===== src/rtl/lattice_render.sv =====
`default_nettype none
// ============================================================================
//  Module   : lattice_render
//  Purpose  : Maps LBM lattice distributions to scaled 24-bit video pixels.
//             Optional cell grid overlay enabled by defining LATTICE_GRID_EN.
//  Revision : 1.0  initial release
// ============================================================================
module lattice_render #(
    parameter int          WIDTH      = 205,
    parameter int          HEIGHT     = 154,
    parameter int          BRAM_DEPTH = 31570,
    parameter int          LOG2_SCALE = 2,
    parameter logic [23:0] BORDER_RGB = 24'h202020
) (
    input  logic                               clk_in,
    input  logic                               rst_in,
    input  logic [10:0]                        hcount_in,
    input  logic [9:0]                         vcount_in,
    input  logic                               active_in,
    input  logic                               new_frame_in,
    input  logic [1:0]                         mode_in,
    input  logic [8:0][7:0]                    bram_data_in,
    output logic [8:0][$clog2(BRAM_DEPTH)-1:0] addr_out,
    output logic [23:0]                        rgb_out,
    output logic                               active_out
);

    localparam int              AW       = $clog2(BRAM_DEPTH);
    localparam logic [10:0]     WIN_W    = 11'(WIDTH << LOG2_SCALE);
    localparam logic [9:0]      WIN_H    = 10'(HEIGHT << LOG2_SCALE);
    localparam logic [9:0]      LAST_V   = WIN_H - 10'd1;
    localparam logic [AW-1:0]   ROW_STEP = AW'(WIDTH);
    localparam logic [AW-1:0]   MAX_BASE = AW'((HEIGHT - 1) * WIDTH);
    localparam logic [1:0]      MODE_RHO = 2'd0;
    localparam logic [1:0]      MODE_UX  = 2'd1;
    localparam logic [1:0]      MODE_UY  = 2'd2;

    logic [AW-1:0]      row_base;
    logic [AW-1:0]      addr_q;
    logic [1:0]         frame_mode;
    logic               in_win;
    logic               row_step_en;
    logic [3:0]         act_pipe;
    logic [3:0]         win_pipe;
    logic [3:0][1:0]    mode_pipe;
    logic [9:0]         north, south, east, west;
    logic [11:0]        rho_c, rho_q;
    logic signed [10:0] ux_c, uy_c, ux_q, uy_q;
    logic [10:0]        spd_c, spd_q;
    logic [23:0]        rgb_c;

    function automatic logic [7:0] sat8(input logic [10:0] x);
        return (x > 11'd255) ? 8'hFF : x[7:0];
    endfunction

    function automatic logic [10:0] mag11(input logic signed [10:0] v);
        return v[10] ? $unsigned(-v) : $unsigned(v);
    endfunction

    // Positive component drawn red, negative drawn blue, at half magnitude.
    function automatic logic [23:0] polar(input logic signed [10:0] v);
        logic [10:0] half;
        half = {1'b0, mag11(v) >> 1};
        if (v > 11'sd0)
            return {sat8(half), 16'h0000};
        else if (v < 11'sd0)
            return {16'h0000, sat8(half)};
        else
            return 24'h000000;
    endfunction

    assign in_win      = (hcount_in < WIN_W) && (vcount_in < WIN_H);
    // Row base never advances past the last lattice row.
    assign row_step_en = (hcount_in == WIN_W) && (&vcount_in[LOG2_SCALE-1:0]) &&
                         (vcount_in != LAST_V) && (row_base != MAX_BASE);

    always_ff @(posedge clk_in) begin
        if (rst_in) begin
            row_base   <= '0;
            frame_mode <= '0;
        end else if (new_frame_in) begin
            row_base   <= '0;
            frame_mode <= mode_in;
        end else if (row_step_en) begin
            row_base   <= row_base + ROW_STEP;
        end
    end

    always_ff @(posedge clk_in) begin
        if (rst_in) begin
            addr_q    <= '0;
            act_pipe  <= '0;
            win_pipe  <= '0;
            mode_pipe <= '0;
        end else begin
            if (in_win)
                addr_q <= row_base + AW'(hcount_in >> LOG2_SCALE);
            act_pipe  <= {act_pipe[2:0], active_in};
            win_pipe  <= {win_pipe[2:0], in_win};
            mode_pipe <= {mode_pipe[2:0], frame_mode};
        end
    end

    for (genvar i = 0; i < 9; i++) begin : g_lane
        assign addr_out[i] = addr_q;
    end

    // Lane order: 0 C, 1 N, 2 NE, 3 E, 4 SE, 5 S, 6 SW, 7 W, 8 NW.
    always_comb begin
        rho_c = '0;
        for (int i = 0; i < 9; i++)
            rho_c = rho_c + 12'(bram_data_in[i]);
        north = 10'(bram_data_in[1]) + 10'(bram_data_in[2]) + 10'(bram_data_in[8]);
        south = 10'(bram_data_in[5]) + 10'(bram_data_in[4]) + 10'(bram_data_in[6]);
        east  = 10'(bram_data_in[2]) + 10'(bram_data_in[3]) + 10'(bram_data_in[4]);
        west  = 10'(bram_data_in[8]) + 10'(bram_data_in[7]) + 10'(bram_data_in[6]);
        ux_c  = $signed({1'b0, east}) - $signed({1'b0, west});
        uy_c  = $signed({1'b0, north}) - $signed({1'b0, south});
        spd_c = mag11(ux_c) + mag11(uy_c);
    end

    always_ff @(posedge clk_in) begin
        if (rst_in) begin
            rho_q <= '0;
            ux_q  <= '0;
            uy_q  <= '0;
            spd_q <= '0;
        end else begin
            rho_q <= rho_c;
            ux_q  <= ux_c;
            uy_q  <= uy_c;
            spd_q <= spd_c;
        end
    end

`ifdef LATTICE_GRID_EN
    localparam int GRID_LSB = LOG2_SCALE + 3;
    logic       grid_c;
    logic [3:0] grid_pipe;

    assign grid_c = in_win && ((hcount_in[GRID_LSB-1:0] == '0) ||
                               (vcount_in[GRID_LSB-1:0] == '0));

    always_ff @(posedge clk_in) begin
        if (rst_in)
            grid_pipe <= '0;
        else
            grid_pipe <= {grid_pipe[2:0], grid_c};
    end
`endif

    always_comb begin
        case (mode_pipe[3])
            MODE_RHO: rgb_c = {3{sat8({2'b00, rho_q[11:3]})}};
            MODE_UX:  rgb_c = polar(ux_q);
            MODE_UY:  rgb_c = polar(uy_q);
            default:  rgb_c = {8'h00, sat8({1'b0, spd_q[10:1]}), 8'h00};
        endcase
`ifdef LATTICE_GRID_EN
        if (grid_pipe[3])
            rgb_c = 24'hFFFFFF;
`endif
        if (!win_pipe[3])
            rgb_c = BORDER_RGB;
        if (!act_pipe[3])
            rgb_c = 24'h000000;
    end

    always_ff @(posedge clk_in) begin
        if (rst_in) begin
            rgb_out    <= '0;
            active_out <= 1'b0;
        end else begin
            rgb_out    <= rgb_c;
            active_out <= act_pipe[3];
        end
    end

endmodule
`default_nettype wire


===== config.mk =====
export PLATFORM = sky130hd
export DESIGN_NAME = lattice_render
export DESIGN_NICKNAME = d
export VERILOG_FILES = /design/src/rtl/lattice_render.sv
export SDC_FILE = /design/constraint.sdc
export NUM_CORES = 1
export LEC_CHECK = 0
export BUFFER_PORTS_ARGS = -buffer_cell sky130_fd_sc_hd__buf_2
export CAP_MARGIN = 15
export CORE_MARGIN = 4
export CORE_UTILIZATION = 59
export CTS_CLUSTER_DIAMETER = 60
export DETAILED_ROUTE_END_ITERATION = 10
export PLACE_DENSITY = 0.87
export SYNTH_ARGS = -nofsm -noshare
export SYNTH_HDL_FRONTEND = slang
export SYNTH_SLANG_ARGS = --single-unit

===== constraint.sdc =====
create_clock -name clk_in -period 16.7 [get_ports clk_in]
set_clock_uncertainty 0.05 [all_clocks]
set_input_delay 3.34 -clock clk_in [delete_from_list [all_inputs] [get_ports clk_in]]
set_output_delay 3.34 -clock clk_in [all_outputs]
set_load 0.02 [all_outputs]

==> run summary, run 1 <==
CLOCKING
----------------------------------------------------------------------------------------
Post-CTS resize count                                                                  0
Reg clk slew, reported paths                                                       50 ps
TritonCTS buffer count                                                                17
CTS Root Buffer Type                                                        sky130_fd_sc_hd__clkbuf_16
Hold Buf Count CTS                                                                     0
Clock latency on the worst-skew pair                                              410 ps
H-Tree Depth                                                                           4
Clock tree from TritonCTS                                                          built
Clock Tree Buf Depth                                                                   2
Number of clock sinks                                                                114
Buffer count from post-CTS setup fixing                                                0

DIE
----------------------------------------------------------------------------------------
IO Count                                                                             259
Initial Utilization                                                                61.0%
Height of the die                                                                 140 µm
Core area                                                                     0.0168 mm²
Row count                                                                             47
Horizontal die dimension                                                          140 µm
Overall die area                                                              0.0196 mm²

STA
----------------------------------------------------------------------------------------
Number of failing hold endpoints at the final stage                                    0
Max-Slew Margin vs Limit                                                           45.9%
Share of the clock period used by the worst path                                   52.4%
Setup WS post-layout                                                             7960 ps
Setup TNS                                                                           0 ps
Slew at the pin closest to its max-slew limit                                     811 ps
Final critical-path required period                                              8740 ps
Setup Viol. Count Final                                                                0
Setup repair after global routing missed its margin                                   no
Count of final max-slew check failures                                                 0
Highest Clock Rate                                                               114 MHz

WORST SETUP PATH
----------------------------------------------------------------------------------------
Crit path kind                                                              input port to flip-flop
Buf+Inv Stages, Crit Path                                                              5
Maximum fanout along the worst path                                                    3
Setup slack on the worst flop-to-flop path                                      13950 ps
Kind of cell adding the most delay to the critical path                     compound AO/OA/AOI/OAI gates
Type of element launching the critical path                                   input port
FF-to-FF End                                                                addr_q[14]$_SDFFE_PP0P_
Worst Reg-to-Reg Cells                                                                11
CP required                                                                     16910 ps
Crit path capture type                                                         flip-flop
Top cell by count, worst path                                               sky130_fd_sc_hd__inv_1
Largest incremental delay on the critical path                                    550 ps
Cell with the biggest individual delay on the critical path                 sky130_fd_sc_hd__fa_1
Worst setup path startpoint                                                 bram_data_in[34]
Data arrival time at the worst-slack endpoint                                    8960 ps
Stages on the worst setup path                                                        25
Reg-to-Reg Start                                                            row_base[0]$_SDFFE_PP0P_
Critical path destination                                                   spd_q[9]$_SDFF_PP0_

PLACE
----------------------------------------------------------------------------------------
Post-place setup slack                                                           7610 ps
PortBufs                                                                             258
Cell area reported after detailed placement                                   0.0108 mm²
Total half-perimeter wirelength after legalization and detailed placement        18.8 mm
Placed insts                                                                        1478
Routability congestion estimate from global placement                              0.914

SYNTH
----------------------------------------------------------------------------------------
Post-synthesis area per instance                                                8.98 µm²
Post-synthesis net count                                                            1413
Count of unique library cells instantiated by Yosys                                   63
Most used DFF post-synth                                                    sky130_fd_sc_hd__dfxtp_1
Share of async-settable or async-resettable flops after synthesis                     0%
Count of synthesis-stage warnings from yosys                                           0
Post-synth EDFFs                                                                       0
Synth Register Bits                                                                  114
Most area-consuming cells after synthesis                                   sky130_fd_sc_hd__dfxtp_1 22%, sky130_fd_sc_hd__fa_1 22%, sky130_fd_sc_hd__buf_4 8.8%
Sequential element share of the synthesized area                                   22.2%
Synthesized area                                                              0.0103 mm²
Post-synthesis instance total                                                       1142
Area share of the largest cell type after synthesis                                22.2%
Library cell occupying the most area in the post-synthesis netlist          sky130_fd_sc_hd__dfxtp_1

DETAILED ROUTING
----------------------------------------------------------------------------------------
Total wire length after detailed routing                                         22.7 mm
Number of DRC violations after detailed routing                                        0
Number of vias per cell                                                             5.22
Routed vias                                                                         7864
WL/cell                                                                          15.1 µm
First-iteration detailed-routing DRC count                                           678
Pre-antenna DRT Iters                                                                  6
Antenna-violating nets left                                                            0

STATUS
----------------------------------------------------------------------------------------
Run status                                                                     completed

GLOBAL ROUTING
----------------------------------------------------------------------------------------
Pin count of the biggest net entering global routing                                  80
Antenna violations before repair                                                       0
Aggregate global routing overflow                                                      0
First-pass GRT wire length                                                       38.4 mm
Tot GR Track Use                                                                   23.7%
Number of global-route vias before repair                                           8030

FLOW RUN
----------------------------------------------------------------------------------------
Maximum capacitance violations                                                         0

CELLS AND AREA
----------------------------------------------------------------------------------------
Antenna cells                                                                          0
Area used by sequential logic in the layout                                  0.00228 mm²
Number of cells in the finished layout apart from fillers                           1507
Core occupancy in the finished layout                                              67.7%
Final net count                                                                     1548
Count of filler cells inserted in the layout                                        1310
Post-route cell area                                                          0.0114 mm²
Share of cells above drive strength 1                                              23.5%
Area growth from synthesis to layout                                               10.9%
Multi-input combinational cell area                                          0.00635 mm²

POWER AND IR DROP
----------------------------------------------------------------------------------------
Static leakage power                                                             5.72 nW
VDD IR-drop max                                                               0.000222 V
PwrDens                                                                       216 mW/mm²

MIN PATH
----------------------------------------------------------------------------------------
Number of instances on the worst hold path                                             1
Worst min path class                                                        flip-flop to flip-flop

## area by class of cell
cell class                 count  area share (%)
multi-input combinational    717            55.8
inverter                     165            5.44
sequential                   114            20.1
timing repair buffer         262            11.6
tap                          220            2.42
clock buffer                  23            4.20
clock inverter                 6           0.506
## stage by stage
| stage | power (mW) | hold slack [ps] |
|---|---|---|
| 4_1_cts | 2.44 | 390 |
| 3_3_place_gp | 2.06 | 368 |
| 6_report | 2.45 | 386 |
| 3_5_place_dp | 2.10 | 374 |
| 2_1_floorplan | 1.75 | 364 |
| 5_1_grt | 2.69 | 405 |
## kinds of logic after synthesis
kind of cell,share of synthesized area [%]
compound gates,11.0
xor+xnor,6.71
fa+ha+maj,29.3
buf+inv,15.9
flops,22.2
mux,1.50
simple gates,13.3
## per-layer routing
layer / up-vias / routed length [µm] / global-route usage (%)
li1: 3816 / - / -
met1: 3727 / 9520 / 31.1
met2: 283 / 11500 / 40.3
met3: 38 / 1350 / 4.36
met4: 0 / 363 / 6.32
met5: - / 0 / 0
## where the power goes
group	internal [mW]	total (mW)	leakage (nW)	switching (mW)
registers	0.330	0.367	0.933	0.0366
logic	0.762	1.76	4.52	1.00
clock network	0.212	0.326	0.265	0.114
## layout by cell type, fill, tap and decap left out, types with 4 or more instances in the layout
cell                        Yosys  layout
sky130_fd_sc_hd__nor3_1        12      11
sky130_fd_sc_hd__nand2b_1      10      10
sky130_fd_sc_hd__nor2b_1       32      32
sky130_fd_sc_hd__or3_1         12      12
sky130_fd_sc_hd__o31ai_1        4       4
sky130_fd_sc_hd__inv_1        165     165
sky130_fd_sc_hd__clkinv_2       0       4
sky130_fd_sc_hd__o21ai_0       36      36
sky130_fd_sc_hd__nor4b_1        6       6
sky130_fd_sc_hd__nor2_1        95      95
sky130_fd_sc_hd__buf_4        120       4
sky130_fd_sc_hd__clkbuf_16      0      17
sky130_fd_sc_hd__ha_1          58      58
sky130_fd_sc_hd__nand2_1       63      63
sky130_fd_sc_hd__a21boi_0       4       4
sky130_fd_sc_hd__a21o_1        18      18
sky130_fd_sc_hd__nand4_1        5       5
sky130_fd_sc_hd__o21bai_1       5       5
sky130_fd_sc_hd__buf_2          1     258
sky130_fd_sc_hd__fa_1         114     114
sky130_fd_sc_hd__or2_2          4       4
sky130_fd_sc_hd__xnor2_1       42      42
sky130_fd_sc_hd__o21a_1         6       6
sky130_fd_sc_hd__and3_1         5       5
sky130_fd_sc_hd__and3b_1        4       4
sky130_fd_sc_hd__a211oi_1       9       9
sky130_fd_sc_hd__mux2i_1       12      12
sky130_fd_sc_hd__o21ai_1       19      19
sky130_fd_sc_hd__nand3_1        7       7
sky130_fd_sc_hd__nor4_1         4       4
sky130_fd_sc_hd__dfxtp_1      114     114
sky130_fd_sc_hd__xor2_1        32      32
sky130_fd_sc_hd__a31oi_1       17      17
sky130_fd_sc_hd__a21oi_1       38      38
## sequential cells by signal, indices dropped and copies added (netlist names)
signal and count:
rgb_out 24, uy_q 11, mode_pipe 8, win_pipe 4, frame_mode 2, addr_q 15, act_pipe 4, active_out 1
ux_q 11, rho_q 9, spd_q 10, row_base 15
## cell usage after synthesis (3+ instances only)
cell                       count
sky130_fd_sc_hd__clkbuf_1     22
sky130_fd_sc_hd__a22oi_1       3
sky130_fd_sc_hd__nand2_1      63
sky130_fd_sc_hd__o21bai_1      5
sky130_fd_sc_hd__o211ai_1      3
sky130_fd_sc_hd__nor3b_1       3
sky130_fd_sc_hd__o21ai_0      36
sky130_fd_sc_hd__a21oi_1      38
sky130_fd_sc_hd__nand4_1       5
sky130_fd_sc_hd__o31ai_1       4
sky130_fd_sc_hd__o21a_1        6
sky130_fd_sc_hd__nor2b_1      32
sky130_fd_sc_hd__nand2b_1     10
sky130_fd_sc_hd__fa_1        114
sky130_fd_sc_hd__xor2_1       32
sky130_fd_sc_hd__xnor2_1      42
sky130_fd_sc_hd__o21ai_1      19
sky130_fd_sc_hd__nor4b_1       6
sky130_fd_sc_hd__a211oi_1      9
sky130_fd_sc_hd__and3_1        5
sky130_fd_sc_hd__and3b_1       4
sky130_fd_sc_hd__mux2i_1      12
sky130_fd_sc_hd__a31oi_1      17
sky130_fd_sc_hd__inv_1       165
sky130_fd_sc_hd__nand3_1       7
sky130_fd_sc_hd__or3_1        12
sky130_fd_sc_hd__nor3_1       12
sky130_fd_sc_hd__nor4_1        4
sky130_fd_sc_hd__or2_2         4
sky130_fd_sc_hd__nor2_1       95
sky130_fd_sc_hd__buf_4       120
sky130_fd_sc_hd__dfxtp_1     114
sky130_fd_sc_hd__a21o_1       18
sky130_fd_sc_hd__a21boi_0      4
sky130_fd_sc_hd__nand4b_1      3
sky130_fd_sc_hd__ha_1         58
## worst min-delay path by stage
stage / end / slack, ps / startpoint
floorplan: act_pipe[1]$_SDFF_PP0_ / 360 / act_pipe[0]$_SDFF_PP0_
global placement: mode_pipe[2]$_SDFF_PP0_ / 370 / mode_pipe[0]$_SDFF_PP0_
detailed placement: win_pipe[1]$_SDFF_PP0_ / 370 / win_pipe[0]$_SDFF_PP0_
CTS: win_pipe[1]$_SDFF_PP0_ / 390 / win_pipe[0]$_SDFF_PP0_
global route: act_pipe[3]$_SDFF_PP0_ / 400 / act_pipe[2]$_SDFF_PP0_
finish: win_pipe[3]$_SDFF_PP0_ / 390 / win_pipe[2]$_SDFF_PP0_
No activity file was read; power rests on OpenSTA's default activity.
==> run 2, diff against run 1 <==
--- a/config.mk
+++ b/config.mk
@@ -8,10 +8,10 @@
 export BUFFER_PORTS_ARGS = -buffer_cell sky130_fd_sc_hd__buf_2
 export CAP_MARGIN = 15
 export CORE_MARGIN = 4
-export CORE_UTILIZATION = 59
+export CORE_UTILIZATION = 50
 export CTS_CLUSTER_DIAMETER = 60
 export DETAILED_ROUTE_END_ITERATION = 10
-export PLACE_DENSITY = 0.87
+export PLACE_DENSITY = 0.79
 export SYNTH_ARGS = -nofsm -noshare
 export SYNTH_HDL_FRONTEND = slang
 export SYNTH_SLANG_ARGS = --single-unit
==> constraint.sdc (replaced) <==
create_clock -name clk_in -period 7.6 [get_ports clk_in]
set_clock_uncertainty 0.05 [all_clocks]
set_input_delay 1.52 -clock clk_in [delete_from_list [all_inputs] [get_ports clk_in]]
set_output_delay 1.52 -clock clk_in [all_outputs]
set_load 0.02 [all_outputs]
==> run 2 against run 1 <==
  * First-iteration DRC count shrank 29%
  * Combinational power rose by 120%
  * Worst setup slack got worse by 7300 ps
  * Sequential power up 120%
  * Power rose by 120%
  * Clock power rose by 140%
  * Critical endpoint unchanged
==> run summary, run 2 (same netlist as run 1, synthesis figures left out) <==
STATUS
----------------------------------------------------------------------------------------
Run status                                                                     completed

WORST SETUP PATH
----------------------------------------------------------------------------------------
Maximum fanout along the worst path                                                    3
Crit path kind                                                              input port to flip-flop
Data arrival time at the worst-slack endpoint                                    7100 ps
CP required                                                                      7800 ps
Crit path capture type                                                         flip-flop
Type of element launching the critical path                                   input port

CELLS AND AREA
----------------------------------------------------------------------------------------
Leading cell type in the layout, fill and taps excluded                     sky130_fd_sc_hd__buf_2
Top register by number of flip-flops                                             rgb_out
Final net count                                                                     1549
Area growth from synthesis to layout                                               12.2%
Share of cells above drive strength 1                                              24.0%
Leading registers by flop count                                             rgb_out x24, addr_q x15, row_base x15
Commonest non-fill, non-tap cells in the layout                             258 x sky130_fd_sc_hd__buf_2, 165 x sky130_fd_sc_hd__inv_1, 114 x sky130_fd_sc_hd__fa_1, 114 x sky130_fd_sc_hd__dfxtp_1, 95 x sky130_fd_sc_hd__nor2_1
Antenna cells                                                                          0
Max reg flops                                                                         24
Count of filler cells inserted in the layout                                        1789

STA
----------------------------------------------------------------------------------------
Highest Clock Rate                                                               145 MHz
Number of failing hold endpoints at the final stage                                    0
Setup TNS                                                                           0 ps
Setup WS post-layout                                                              698 ps
Final critical-path required period                                              6900 ps
Setup Viol. Count Final                                                                0
Count of final max-slew check failures                                                 0
Hold Slack                                                                        380 ps
Share of the clock period used by the worst path                                   90.8%
Setup repair after global routing missed its margin                                   no
Max-Slew Margin vs Limit                                                           48.5%
Slew at the pin closest to its max-slew limit                                     772 ps

DETAILED ROUTING
----------------------------------------------------------------------------------------
Routed vias                                                                         7747
Pre-antenna DRT Iters                                                                  5
Antenna-violating nets left                                                            0
Number of DRC violations after detailed routing                                        0
Number of vias per cell                                                             4.96
WL/cell                                                                          14.3 µm
Total wire length after detailed routing                                         22.4 mm
First-iteration detailed-routing DRC count                                           484

PLACE
----------------------------------------------------------------------------------------
PortBufs                                                                             258
Post-place setup slack                                                            311 ps
Routability congestion estimate from global placement                              0.857
Total half-perimeter wirelength after legalization and detailed placement        19.0 mm

POWER AND IR DROP
----------------------------------------------------------------------------------------
PwrDens                                                                       475 mW/mm²
Static leakage power                                                             5.75 nW
VDD IR-drop max                                                               0.000435 V

FLOW RUN
----------------------------------------------------------------------------------------
Maximum capacitance violations                                                         0

CLOCKING
----------------------------------------------------------------------------------------
Reg clk slew, reported paths                                                       50 ps
Hold Buf Count CTS                                                                     0
Buffer count from post-CTS setup fixing                                                0
Post-CTS resize count                                                                  0
TritonCTS buffer count                                                                17
Clock tree from TritonCTS                                                          built
CTS Root Buffer Type                                                        sky130_fd_sc_hd__clkbuf_16
Clock Tree Buf Depth                                                                   2
Clock latency on the worst-skew pair                                              400 ps
H-Tree Depth                                                                           4
Number of clock sinks                                                                114

GLOBAL ROUTING
----------------------------------------------------------------------------------------
First-pass GRT wire length                                                       35.5 mm
Aggregate global routing overflow                                                      0
Antenna violations before repair                                                       0
Number of global-route vias before repair                                           7546
Pin count of the biggest net entering global routing                                  79
Tot GR Track Use                                                                   19.4%

DIE
----------------------------------------------------------------------------------------
Height of the die                                                                 151 µm
Initial Utilization                                                                50.7%
IO Count                                                                             259
Row count                                                                             52
Horizontal die dimension                                                          151 µm
Overall die area                                                              0.0229 mm²
Core area                                                                     0.0202 mm²

MIN PATH
----------------------------------------------------------------------------------------
Worst min path class                                                        flip-flop to flip-flop

[run 2: cell count changes in the layout (fill, tap and decap cells not counted), sizes merged]
cell	before	now
clkinv	4	6
clkbuf	23	24
clkinvlp	1	2
buf	262	261
bufinv	1	2
[run 2: final timing paths]
path	endpoint	cells past startpoint	slack, ps	startpoint
worst min register to register	win_pipe[2]$_SDFF_PP0_	1	380	win_pipe[1]$_SDFF_PP0_
worst max register to register	addr_q[14]$_SDFFE_PP0P_	11	5000	row_base[0]$_SDFFE_PP0P_
worst min-delay path	win_pipe[2]$_SDFF_PP0_	1	380	win_pipe[1]$_SDFF_PP0_
worst max-delay path	spd_q[9]$_SDFF_PP0_	25	700	bram_data_in[34]
[run 2: cell type report]
class | count | area [µm²] | area share (%)
Multi-Input combinational cell | 717 | 6350 | 55.1
Sequential cell | 114 | 2280 | 19.8
Timing Repair Buffer | 263 | 1320 | 11.5
Inverter | 165 | 619 | 5.38
Clock buffer | 22 | 494 | 4.29
Tap cell | 270 | 338 | 2.94
Clock inverter | 10 | 105 | 0.913
[run 2: power by group]
group,leakage [nW],switching (mW),internal [mW]
clock,0.297,0.262,0.521
sequential,0.933,0.0768,0.726
combinational,4.52,2.20,1.68
total,5.75,2.54,2.93
[run 2: routing by layer]
layer	GRT usage (%)	part of all wire, %
met5	0	0
met4	5.49	1.4
met3	3.53	5.6
met2	32.3	50
met1	25.9	44
[run 2: worst max-delay path: stages]
cell and delay [ps]:
sky130_fd_sc_hd__buf_2 130, sky130_fd_sc_hd__inv_1 70, sky130_fd_sc_hd__fa_1 500, sky130_fd_sc_hd__fa_1 540
sky130_fd_sc_hd__inv_1 60, sky130_fd_sc_hd__fa_1 540, sky130_fd_sc_hd__inv_1 70, sky130_fd_sc_hd__ha_1 300
sky130_fd_sc_hd__a211oi_2 240, sky130_fd_sc_hd__o21bai_1 120, sky130_fd_sc_hd__a21oi_2 190, sky130_fd_sc_hd__a21oi_1 150
sky130_fd_sc_hd__a21o_1 220, sky130_fd_sc_hd__a21oi_1 340, sky130_fd_sc_hd__mux2i_1 330, sky130_fd_sc_hd__inv_1 80
sky130_fd_sc_hd__ha_1 270, sky130_fd_sc_hd__nor3b_1 130, sky130_fd_sc_hd__o21ai_0 210, sky130_fd_sc_hd__a21boi_0 160
sky130_fd_sc_hd__o21ai_0 250, sky130_fd_sc_hd__a21oi_1 140, sky130_fd_sc_hd__o41ai_1 310, sky130_fd_sc_hd__xor2_1 170
sky130_fd_sc_hd__nor2_1 50
[run 2: metrics by stage]
stage                     util [%]  instances  cell area, µm²  total power [mW]
after floorplan                  -       1142           10300              3.85
after global placement        53.9       1527           10900              4.54
after detailed placement      53.9       1527           10900              4.64
after CTS                     56.8       1559           11500              5.46
after global routing          56.9       1561           11500              5.98
final                         56.9       1561           11500              5.47
==> run 3, diff against run 2 <==
==> constraint.sdc (replaced) <==
create_clock -name clk_in -period 6.3 [get_ports clk_in]
set_clock_uncertainty 0.05 [all_clocks]
set_input_delay 1.26 -clock clk_in [delete_from_list [all_inputs] [get_ports clk_in]]
set_output_delay 1.26 -clock clk_in [all_outputs]
set_load 0.02 [all_outputs]
==> run 3 against run 2 <==
  * Cell area up 6.3%
  * Flip-flop and latch count unchanged
  * Combinational power up 51%
  * Non-clock buffer count up 87
  * Highest routed layer unchanged
==> run summary, run 3 (same netlist as run 1, synthesis figures left out) <==
STATUS
----------------------------------------------------------------------------------------
Run status                                                                     completed

POWER AND IR DROP
----------------------------------------------------------------------------------------
Static leakage power                                                             6.16 nW
Final Power                                                                      7.74 mW
PwrDens                                                                       633 mW/mm²
VDD IR-drop max                                                               0.000672 V

WORST SETUP PATH
----------------------------------------------------------------------------------------
Cell with the biggest individual delay on the critical path                 sky130_fd_sc_hd__fa_1
Data arrival time at the worst-slack endpoint                                    6260 ps
Largest incremental delay on the critical path                                    590 ps
Cells traversed along the worst timing path                                 buf_2 -> fa_1 -> inv_1 -> fa_1 -> inv_1 -> fa_1 -> inv_1 -> ha_1 -> a21o_1 -> a21oi_1 -> nand2_2 -> a31oi_4 -> o21bai_1 -> a21o_1 -> mux2_4 -> ha_4 -> nor3b_1 -> o21ai_1 -> a21boi_1 -> o21ai_1 -> a21oi_2 -> o41ai_2 -> xor2_1 -> nor2_1
Kind of cell adding the most delay to the critical path                      adder cells
Buf+Inv Stages, Crit Path                                                              4
FF-to-FF End                                                                addr_q[14]$_SDFFE_PP0P_
Reg-to-Reg Start                                                            row_base[0]$_SDFFE_PP0P_
Type of element launching the critical path                                   input port
Setup slack on the worst flop-to-flop path                                       3610 ps
Maximum fanout along the worst path                                                    4
CP required                                                                      6510 ps
Worst Reg-to-Reg Cells                                                                11
Crit path kind                                                              input port to flip-flop
Crit path capture type                                                         flip-flop

DETAILED ROUTING
----------------------------------------------------------------------------------------
Antenna-violating nets left                                                            0
Number of DRC violations after detailed routing                                        0
Detailed route wirelength on metal3                                              1.38 mm
Total wire length after detailed routing                                         23.6 mm
Routed vias                                                                         8176
Pre-antenna DRT Iters                                                                  5
Routed wire length on met2                                                       11.8 mm
Top layer used by detailed routing                                                  met4
First-iteration detailed-routing DRC count                                           438
WL/cell                                                                          14.3 µm
Met1 wire length                                                                 10.0 mm
Number of vias per cell                                                             4.96

STA
----------------------------------------------------------------------------------------
Number of failing hold endpoints at the final stage                                    0
Highest Clock Rate                                                               165 MHz
Count of final max-slew check failures                                                 0
Share of the clock period used by the worst path                                   96.0%
Slew at the pin closest to its max-slew limit                                     884 ps
Max-Slew Margin vs Limit                                                           40.3%
Final critical-path required period                                              6050 ps
Setup Viol. Count Final                                                                0

CELLS AND AREA
----------------------------------------------------------------------------------------
Max reg flops                                                                         24
Commonest non-fill, non-tap cells in the layout                             259 x sky130_fd_sc_hd__buf_2, 163 x sky130_fd_sc_hd__inv_1, 114 x sky130_fd_sc_hd__fa_1, 114 x sky130_fd_sc_hd__dfxtp_1, 95 x sky130_fd_sc_hd__nor2_1
Antenna cells                                                                          0
Final net count                                                                     1636
Share of cells above drive strength 1                                              29.8%
Leading registers by flop count                                             rgb_out x24, addr_q x15, row_base x15
Leading cell type in the layout, fill and taps excluded                     sky130_fd_sc_hd__buf_2
Number of cells in the finished layout apart from fillers                           1648
Area growth from synthesis to layout                                               19.2%
Top register by number of flip-flops                                             rgb_out
Count of filler cells inserted in the layout                                        1672

CLOCKING
----------------------------------------------------------------------------------------
TritonCTS buffer count                                                                17
H-Tree Depth                                                                           4
Number of clock sinks                                                                114
Reg clk slew, reported paths                                                       60 ps
CTS Root Buffer Type                                                        sky130_fd_sc_hd__clkbuf_16
Hold Buf Count CTS                                                                     0
Clock Tree Buf Depth                                                                   2
Clock tree from TritonCTS                                                          built
Clock latency on the worst-skew pair                                              410 ps

PLACE
----------------------------------------------------------------------------------------
PortBufs                                                                             258
Routability congestion estimate from global placement                              0.923
Total half-perimeter wirelength after legalization and detailed placement        19.9 mm
Placed insts                                                                        1610

DIE
----------------------------------------------------------------------------------------
Overall die area                                                              0.0229 mm²
Core area                                                                     0.0202 mm²
IO Count                                                                             259
Horizontal die dimension                                                          151 µm
Height of the die                                                                 151 µm
Row count                                                                             52
Initial Utilization                                                                50.7%

GLOBAL ROUTING
----------------------------------------------------------------------------------------
Number of global-route vias before repair                                           8239
Tot GR Track Use                                                                   20.8%
Aggregate global routing overflow                                                      0
Antenna violations before repair                                                       0
First-pass GRT wire length                                                       38.5 mm
Pin count of the biggest net entering global routing                                  80

FLOW RUN
----------------------------------------------------------------------------------------
Maximum capacitance violations                                                         0

MIN PATH
----------------------------------------------------------------------------------------
Worst min-delay path endpoint                                               mode_pipe[7]$_SDFF_PP0_
Number of instances on the worst hold path                                             1
Start point of the worst hold path                                          mode_pipe[5]$_SDFF_PP0_
Worst min path class                                                        flip-flop to flip-flop

-- run 3: layout make-up --
class	count	area, µm²	share of cell area [%]
Multi-Input combinational cell	717	6440	52.7
Clock inverter	15	148	1.21
Sequential cell	114	2280	18.7
Timing Repair Buffer	350	1980	16.2
Inverter	165	619	5.06
Clock buffer	17	425	3.48
Tap cell	270	338	2.76
-- run 3: metal layers --
metal / up-vias / GRT usage [%]
met5: - / 0
met3: 30 / 3.86
li1: 4000 / -
met4: 0 / 5.03
met2: 253 / 35.3
met1: 3893 / 27.6
-- run 3: metrics by stage --
| stage | util, % | cell area [µm²] | hold WS (ps) | setup TNS, ps | setup slack (ps) |
|---|---|---|---|---|---|
| floorplan | - | 10300 | 364 | 0 | 3.10 |
| global placement | 57.1 | 11500 | 371 | -598 | -292 |
| detailed placement | 57.1 | 11600 | 371 | -1110 | -464 |
| CTS | 60.0 | 12100 | 380 | 0 | 23.0 |
| global route | 60.4 | 12200 | 401 | -58.1 | -58.1 |
| finish | 60.4 | 12200 | 381 | 0 | 249 |
-- run 3: how the worst max path moves through the flow --
stage                           startpoint                    to  slack (ps)  cells after the start
after detailed placement  bram_data_in[34]   spd_q[9]$_SDFF_PP0_        -460                     25
after floorplan           bram_data_in[34]  spd_q[10]$_SDFF_PP0_           3                     24
after global placement    bram_data_in[34]   spd_q[9]$_SDFF_PP0_        -290                     25
after CTS                 bram_data_in[34]   spd_q[9]$_SDFF_PP0_          20                     25
after global routing      bram_data_in[10]   spd_q[9]$_SDFF_PP0_         -60                     24
final                     bram_data_in[59]   spd_q[9]$_SDFF_PP0_         250                     24
-- run 3: power by group --
part / switching, mW / leakage (nW) / internal [mW]
logic: 2.96 / 4.95 / 2.89
clock network: 0.361 / 0.274 / 0.553
registers: 0.103 / 0.933 / 0.874
total: 3.42 / 6.16 / 4.32
-- run 3: timing repair --
item | in CTS | in global routing
pin swaps | 0 | 28
endpoints found under the setup margin | 1 | 4
gates resized for setup | 1 | 14
setup buffers | 0 | 5
-- run 3: worst reg2reg max path, delay by kind of cell, from the launching register on --
kind | cells | cell delay [ps]
simple gates | 2 | 290
buf+inv | 1 | 60
xor+xnor | 1 | 90
fa+ha+maj | 2 | 620
compound gates | 5 | 1050
flops | 1 | 450
